==> src/rtl/mem_port_arbiter.sv <==
// mem_port_arbiter
//   Shares one single-ported memory between the instruction-fetch port (I)
//   and the data-access port (D). Each access holds the memory for LAT
//   cycles (BUSY), then pulses the owner's ready for one cycle (DONE).
//   D normally wins a tie; after MAX_SKIP consecutive D wins with I waiting,
//   I is forced through so fetch cannot starve.
//
// Ports
//   clk, reset              clock, synchronous active-high reset
//   i_req/i_addr            fetch request (held until i_ready)
//   i_rdata/i_ready         fetch result word, one-cycle completion pulse
//   d_req/d_we/d_addr/d_wdata  data request (held until d_ready)
//   d_rdata/d_ready         load result word, one-cycle completion pulse
//   stall_f/stall_m         pipeline stall requests (combinational)
//   mem_en/mem_we/mem_addr/mem_wdata/mem_rdata  memory-side interface
module mem_port_arbiter #(
    parameter int LAT      = 2,
    parameter int MAX_SKIP = 3
) (
    input  logic        clk,
    input  logic        reset,
    input  logic        i_req,
    input  logic [31:0] i_addr,
    output logic [31:0] i_rdata,
    output logic        i_ready,
    input  logic        d_req,
    input  logic        d_we,
    input  logic [31:0] d_addr,
    input  logic [31:0] d_wdata,
    output logic [31:0] d_rdata,
    output logic        d_ready,
    output logic        stall_f,
    output logic        stall_m,
    output logic        mem_en,
    output logic        mem_we,
    output logic [31:0] mem_addr,
    output logic [31:0] mem_wdata,
    input  logic [31:0] mem_rdata
);
    localparam int CW = $clog2(LAT) + 1;
    localparam int SW = $clog2(MAX_SKIP) + 1;

    localparam logic [1:0] S_IDLE = 2'd0;
    localparam logic [1:0] S_BUSY = 2'd1;
    localparam logic [1:0] S_DONE = 2'd2;

    localparam logic OWN_I = 1'b0;
    localparam logic OWN_D = 1'b1;

    logic [1:0]    state_q, state_d;
    logic          owner_q, owner_d;
    logic [CW-1:0] cnt_q, cnt_d;
    logic [SW-1:0] skip_q, skip_d;
    logic          we_q, we_d;
    logic [31:0]   addr_q, addr_d;
    logic [31:0]   wdata_q, wdata_d;
    logic [31:0]   i_rdata_q, i_rdata_d;
    logic [31:0]   d_rdata_q, d_rdata_d;

    logic skip_sat;
    logic grant_d, grant_i;

    // Grants are only ever made from IDLE; D loses a tie only once I has
    // been passed over MAX_SKIP times in a row.
    assign skip_sat = (skip_q == SW'(MAX_SKIP));
    assign grant_d  = (state_q == S_IDLE) && d_req && (!i_req || !skip_sat);
    assign grant_i  = (state_q == S_IDLE) && i_req && !grant_d;

    always_comb begin
        state_d   = state_q;
        owner_d   = owner_q;
        cnt_d     = cnt_q;
        skip_d    = skip_q;
        we_d      = we_q;
        addr_d    = addr_q;
        wdata_d   = wdata_q;
        i_rdata_d = i_rdata_q;
        d_rdata_d = d_rdata_q;
        case (state_q)
            S_IDLE: begin
                if (grant_d) begin
                    owner_d = OWN_D;
                    we_d    = d_we;
                    addr_d  = d_addr;
                    wdata_d = d_wdata;
                    cnt_d   = CW'(LAT - 1);
                    state_d = S_BUSY;
                    // Only a D win that actually bypassed a waiting I counts.
                    if (i_req && !skip_sat) skip_d = skip_q + SW'(1);
                end else if (grant_i) begin
                    owner_d = OWN_I;
                    we_d    = 1'b0;
                    addr_d  = i_addr;
                    wdata_d = '0;
                    cnt_d   = CW'(LAT - 1);
                    state_d = S_BUSY;
                    skip_d  = '0;
                end
            end
            S_BUSY: begin
                if (cnt_q == '0) begin
                    state_d = S_DONE;
                    // mem_rdata is valid in the last BUSY cycle only.
                    if (!we_q) begin
                        if (owner_q == OWN_D) d_rdata_d = mem_rdata;
                        else                  i_rdata_d = mem_rdata;
                    end
                end else begin
                    cnt_d = cnt_q - CW'(1);
                end
            end
            S_DONE:  state_d = S_IDLE;
            default: state_d = S_IDLE;
        endcase
    end

    always_ff @(posedge clk) begin
        if (reset) begin
            state_q   <= S_IDLE;
            owner_q   <= OWN_I;
            cnt_q     <= '0;
            skip_q    <= '0;
            we_q      <= 1'b0;
            addr_q    <= '0;
            wdata_q   <= '0;
            i_rdata_q <= '0;
            d_rdata_q <= '0;
        end else begin
            state_q   <= state_d;
            owner_q   <= owner_d;
            cnt_q     <= cnt_d;
            skip_q    <= skip_d;
            we_q      <= we_d;
            addr_q    <= addr_d;
            wdata_q   <= wdata_d;
            i_rdata_q <= i_rdata_d;
            d_rdata_q <= d_rdata_d;
        end
    end

    assign i_ready   = (state_q == S_DONE) && (owner_q == OWN_I);
    assign d_ready   = (state_q == S_DONE) && (owner_q == OWN_D);
    assign i_rdata   = i_rdata_q;
    assign d_rdata   = d_rdata_q;
    assign stall_f   = i_req && !i_ready;
    assign stall_m   = d_req && !d_ready;

    // Memory side is quiet (all zero) outside BUSY.
    assign mem_en    = (state_q == S_BUSY);
    assign mem_we    = mem_en && we_q;
    assign mem_addr  = mem_en ? addr_q  : '0;
    assign mem_wdata = mem_en ? wdata_q : '0;

endmodule

==> config.mk <==
export PLATFORM = sky130hd
export DESIGN_NAME = mem_port_arbiter
export DESIGN_NICKNAME = d
export VERILOG_FILES = /design/src/rtl/mem_port_arbiter.sv
export SDC_FILE = /design/constraint.sdc
export NUM_CORES = 1
export LEC_CHECK = 0
export CORE_MARGIN = 1
export CORE_UTILIZATION = 45
export CTS_BUF_LIST = sky130_fd_sc_hd__clkbuf_8 sky130_fd_sc_hd__clkbuf_16
export CTS_CLUSTER_SIZE = 24
export DETAILED_ROUTE_END_ITERATION = 10
export GPL_TIMING_DRIVEN = 0
export MAX_ROUTING_LAYER = met4
export PLACE_DENSITY = 0.9
export SKIP_LAST_GASP = 1
export SLEW_MARGIN = 25
export SYNTH_ARGS = -nofsm -noshare
export SYNTH_HDL_FRONTEND = slang
export SYNTH_SLANG_ARGS = --single-unit
==> constraint.sdc <==
create_clock -name clk -period 4.31 [get_ports clk]
set_clock_uncertainty 0.1 [all_clocks]
set_input_delay 0.6465 -clock clk [delete_from_list [all_inputs] [get_ports clk]]
set_output_delay 0.6465 -clock clk [all_outputs]
set_load 0.03 [all_outputs]
Word level (Yosys, flattened, before mapping). Cells that the tools add are included. Widths: inputs -> output; s select.

Input bits: 133. Register bits: 137. Word-level logic and storage cells: 64. Output and inout bits: 134.

Eq/ne operators: 7. Muxes and demuxes: 18. Reduce and logical (&&, ||, !) cells: 26. Bitwise logic cells: 2. Add/subtract/negate cells: 2.

Operator list (count): $mux 32 (6); $logic_and 1x1->1 (10); $mux 3 (3); $mux 2 (4); $pmux 2 s2 (2); $reduce_and 4->1 (2); $reduce_and 3->1 (2); $logic_not 1->1 (5); $logic_not 2->1 (2); $ne 2x1->1 const B (2); $reduce_and 2->1 (2); $reduce_bool 2->1 (2); $add 3x1->3 const B (1); $eq 3x2->1 const B (1); $mux 1 (3); $ne 3x3->1 const B (1); $eq 2x1->1 const B (1); $eq 2x2->1 const B (1); $ne 2x2->1 const B (1); $not 1->1 (2); $sub 2x1->2 const B (1); $logic_or 1x1->1 (1).

Longest topological paths before layout.
Depth in word-level cells: 9. Gate-level depth with buffers: 7. Depth with buffers taken out: 5.

Worst setup path after synthesis. OpenSTA, ideal clock, no wires.

Kind: register -> output. Start point: register state_q[0]. End point: output port stall_f. Setup slack: 1.983 ns. Required time: 3.563 ns. Stages on the path, launching flop included: 4. Path buffers: 1. Arrival time: 1.580 ns. Cells stage by stage: dfxtp_1 clkbuf_8 nor3b_1 nor2b_1.

Word-level cells in the longest chain between the ends: 4.

RTL lines: from (decl) (RTL line 50) `logic [1:0] state_q, state_d;`; from (signal assigned) (RTL line 129) `state_q <= state_d;`; $eq 2x2->1 (RTL line 141) `assign i_ready = (state_q == S_DONE) && (owner_q == OWN_I);`; $logic_and 1x1->1 (RTL line 141); net i_ready (RTL line 25) `output logic i_ready,`; $logic_not 1->1 (RTL line 145) `assign stall_f = i_req && !i_ready;`; $logic_and 1x1->1 (RTL line 145); to (decl) (RTL line 32) `output logic stall_f,`.

The timed path passes the listed nets, and every way through them passes these cells.

Worst setup path in the final report.
Start point: register state_q[1]. End point: output port mem_addr[27].

Word-level cells in the longest chain between the ends: 2.

RTL lines: $eq 2x1->1 (RTL line 149) `assign mem_en = (state_q == S_BUSY);`; $mux 32 (RTL line 151) `assign mem_addr = mem_en ? addr_q : '0;`; to (decl) (RTL line 36) `output logic [31:0] mem_addr,`.

Every way passes these cells.

==> flow_summary.toml <==
[global_route]
track_usage_pct = 26.9
grt_pass1_vias = 5456
grt_max_degree = 17
grt_first_pass_wirelength_um = 27100
antenna_found_initial = 0
grt_overflow = 0

[setup_path]
cp.arrival_ns = 2.80
critPathKind = "reg2out"
cp_max_fo = 10
critPathLaunchType = "flop"
end_kind = "primary output"
ff2ff_setup_slack_ns = 2.22
crit_required_ns = 3.56

[die]
die_area_um2 = 13700
die_h_um = 117
initial_core_util_pct = 46.8
fp-row-count = 41
core_area_um2 = 12800
die_w_um = 117
pin_count = 267

[synth]
netlist_area_um2 = 5970
synthMuxAreaShare_pct = 10.7
synthXorXnorAreaFrac_pct = 0
synth.avg_cell_area_um2 = 9.61
synth_top_family_by_area = "simple AND/OR/NAND/NOR gates"
synth-seq-cells = 137
yosys.area_share.simple_pct = 24.3
synth_compound_area_share_pct = 13.6
synth_nets = 758
ys_warn_count = 0
synth.distinct_cells = 36
synth.yosys.seq_area_share_pct = 45.9
synth_cells = 622
synth-adder-area-share_pct = 0.628

[timing]
slew-limit-headroom_pct = 64.5
fmax_ghz = 0.282
fin_setup_tns_ns = 0
setup_viol = 0
period_minus_slack_ns = 3.55
grt_setup_unrepaired = "no"
tightest_slew_ns = 0.532
timing.final.max_slew_violations = 0
fin_crit_sh_pct = 82.3
hold_viol = 0

[layout]
final_cell_area_um2 = 9460
utilization_pct = 74.0
antennaDiodeCount = 0
drive_above_1_share_pct = 6.41
area_growth_pct = 58.3
finalNonFillerCells = 1092
final_nets = 1043

[run]
cap_violations = 0

[run_status]
status = "completed"

[cts]
clock_latency_ns = 0.42
clk_pin_slew_worst_paths_ns = 0.06
cts_root_buf = "clkbuf_16"
cts_tree = "yes"
clock_path_buffers = 2
cts_hold_buffers = 0
cts_repair_resize_count = 0
cts_htree_levels = 4
cts_setup_buffers = 0
cts_made_buffers = 17
cts.sinks = 137

[power_and_ir_drop]
p_int_w = 0.00268
power_frac_comb_pct = 21.6
p_sw_share_pct = 27.7
irDropWorstVdd_v = 0.000219
powerDensity_nw_per_um2 = 393
p_switching_w = 0.00103
seqPwrFrac_pct = 38.3
leakagePower_nw = 3.76
clkPwrFrac_pct = 40.2

[routing]
routed_via_density = 5.06
drt-pass1-iter-count = 5
dr_total_vias = 5522
wl_um = 17700
detail-route-antenna-nets = 0
drcViolationCount = 0
wl_per_cell_um = 16.2
drt_iter0_markers = 242

[placed_design]
place_area_um2 = 8850
portBuffers = 266
place_hpwl_um = 13100
routabilityCongestion = 0.881
dp_cells = 1060

[worst_hold_path]
hold_class = "reg2reg"
[critical path: stages, from the launching register on]
cell and delay, ns:
dfxtp_1 0.30, buf_6 0.13, and2b_2 0.25, clkbuf_1 0.33, clkbuf_1 0.45, and2_1 0.22, clkdlybuf4s50_1 0.69
[worst paths after layout]
kind | startpoint | end | cells after the start
max | state_q[1] | mem_addr[27] | 6
min | skip_q[2] | skip_q[2] | 2
max reg2reg | skip_q[0] | wdata_q[3] | 7
min reg2reg | skip_q[2] | skip_q[2] | 2
[cell usage in the layout (no fill, tap or decap), types with 2 or more instances in the layout]
master           count
clkinvlp_4           3
clkdlybuf4s50_1    266
nand2b_1            96
clkbuf_16           17
clkbuf_8             3
a22o_1              33
buf_6                2
nor2_1               4
inv_1                5
a311oi_1            32
and2_1              65
nand2_1             68
a21oi_1             37
ha_1                 3
mux2i_1             64
dfxtp_1            137
nor2b_1              3
or3b_1               4
buf_2               14
buf_8                3
clkbuf_1            35
clkinv_2             3
bufinv_16            3
[cell type report]
cell class | count | area [um2]
fillers | 887 | 3320
multi-input cells | 427 | 2940
flip-flops and latches | 137 | 2740
repair buffers | 266 | 2660
clock buffers | 19 | 453
plain buffers | 55 | 283
well taps | 172 | 215
clock inverters | 13 | 153
inverters | 3 | 11.3
[layer usage]
| layer | vias up | track usage (%) | part of all wire, % |
|---|---|---|---|
| li1 | 2711 | - | - |
| met1 | 2547 | 29.2 | 40 |
| met2 | 227 | 45.8 | 50 |
| met3 | 37 | 7.72 | 7.6 |
| met4 | 0 | 11.4 | 2.7 |
| met5 | - | - | 0 |
[cell families after synthesis]
family | after synthesis
DFF | 137
muxes | 64
and+or+nand+nor | 252
adders and majority gates | 3
buffers and inverters | 58
AOI/OAI and AO/OA | 108
[sequential cells by signal, indices dropped and copies added (netlist names)]
name / cells
addr_q: 32
d_rdata: 32
i_rdata: 32
wdata_q: 32
skip_q: 3
cnt_q: 2
state_q: 2
owner_q: 1
we_q: 1
[synth_stat cells]
master	n	area (um2)
dfxtp_1	137	2740
a311oi_1	32	280
o21ba_2	1	10.0
nor2b_1	3	18.8
and3b_2	1	10.0
and2_0	1	6.26
clkbuf_1	35	131
clkbuf_8	1	13.8
a22oi_1	1	7.51
or3_1	1	6.26
a221oi_1	1	8.76
a21oi_2	1	8.76
nand2_1	68	255
mux2i_1	64	641
nor2_1	4	15.0
or3b_1	4	35.0
nor3_2	1	10.0
a21oi_1	37	185
nand3b_4	1	20.0
nor4b_1	1	8.76
inv_1	3	11.3
nor3b_1	1	7.51
buf_6	2	22.5
and2b_2	1	8.76
buf_2	14	70.1
a22o_1	33	289
nor4_4	1	21.3
nor2_2	1	6.26
nand4_1	1	6.26
and2_1	65	407
or2_0	1	6.26
buf_8	3	45.0
nand2b_1	96	601
ha_1	3	37.5
a21boi_2	1	11.3
a21bo_1	1	10.0
[power by group through the flow]
stage / Clock [W] / Combinational (W) / Sequential [W]
6_report: 0.00149 / 0.000801 / 0.00142
5_1_grt: 0.00157 / 0.000857 / 0.00143
4_1_cts: 0.00150 / 0.000804 / 0.00142
3_5_place_dp: 0 / 0.000798 / 0.00145
3_3_place_gp: 0 / 0.000787 / 0.00144
2_1_floorplan: 0 / 0.000393 / 0.00150
[through the flow]
| stage | hold slack, ns | total power [W] | setup slack [ns] |
|---|---|---|---|
| floorplan | 0.332 | 0.00189 | 1.98 |
| global placement | 0.338 | 0.00223 | 1.19 |
| detailed placement | 0.346 | 0.00224 | 1.18 |
| CTS | 0.354 | 0.00372 | 0.715 |
| global route | 0.371 | 0.00385 | 0.600 |
| finish | 0.354 | 0.00371 | 0.762 |
(Power assumes the default switching activity.)
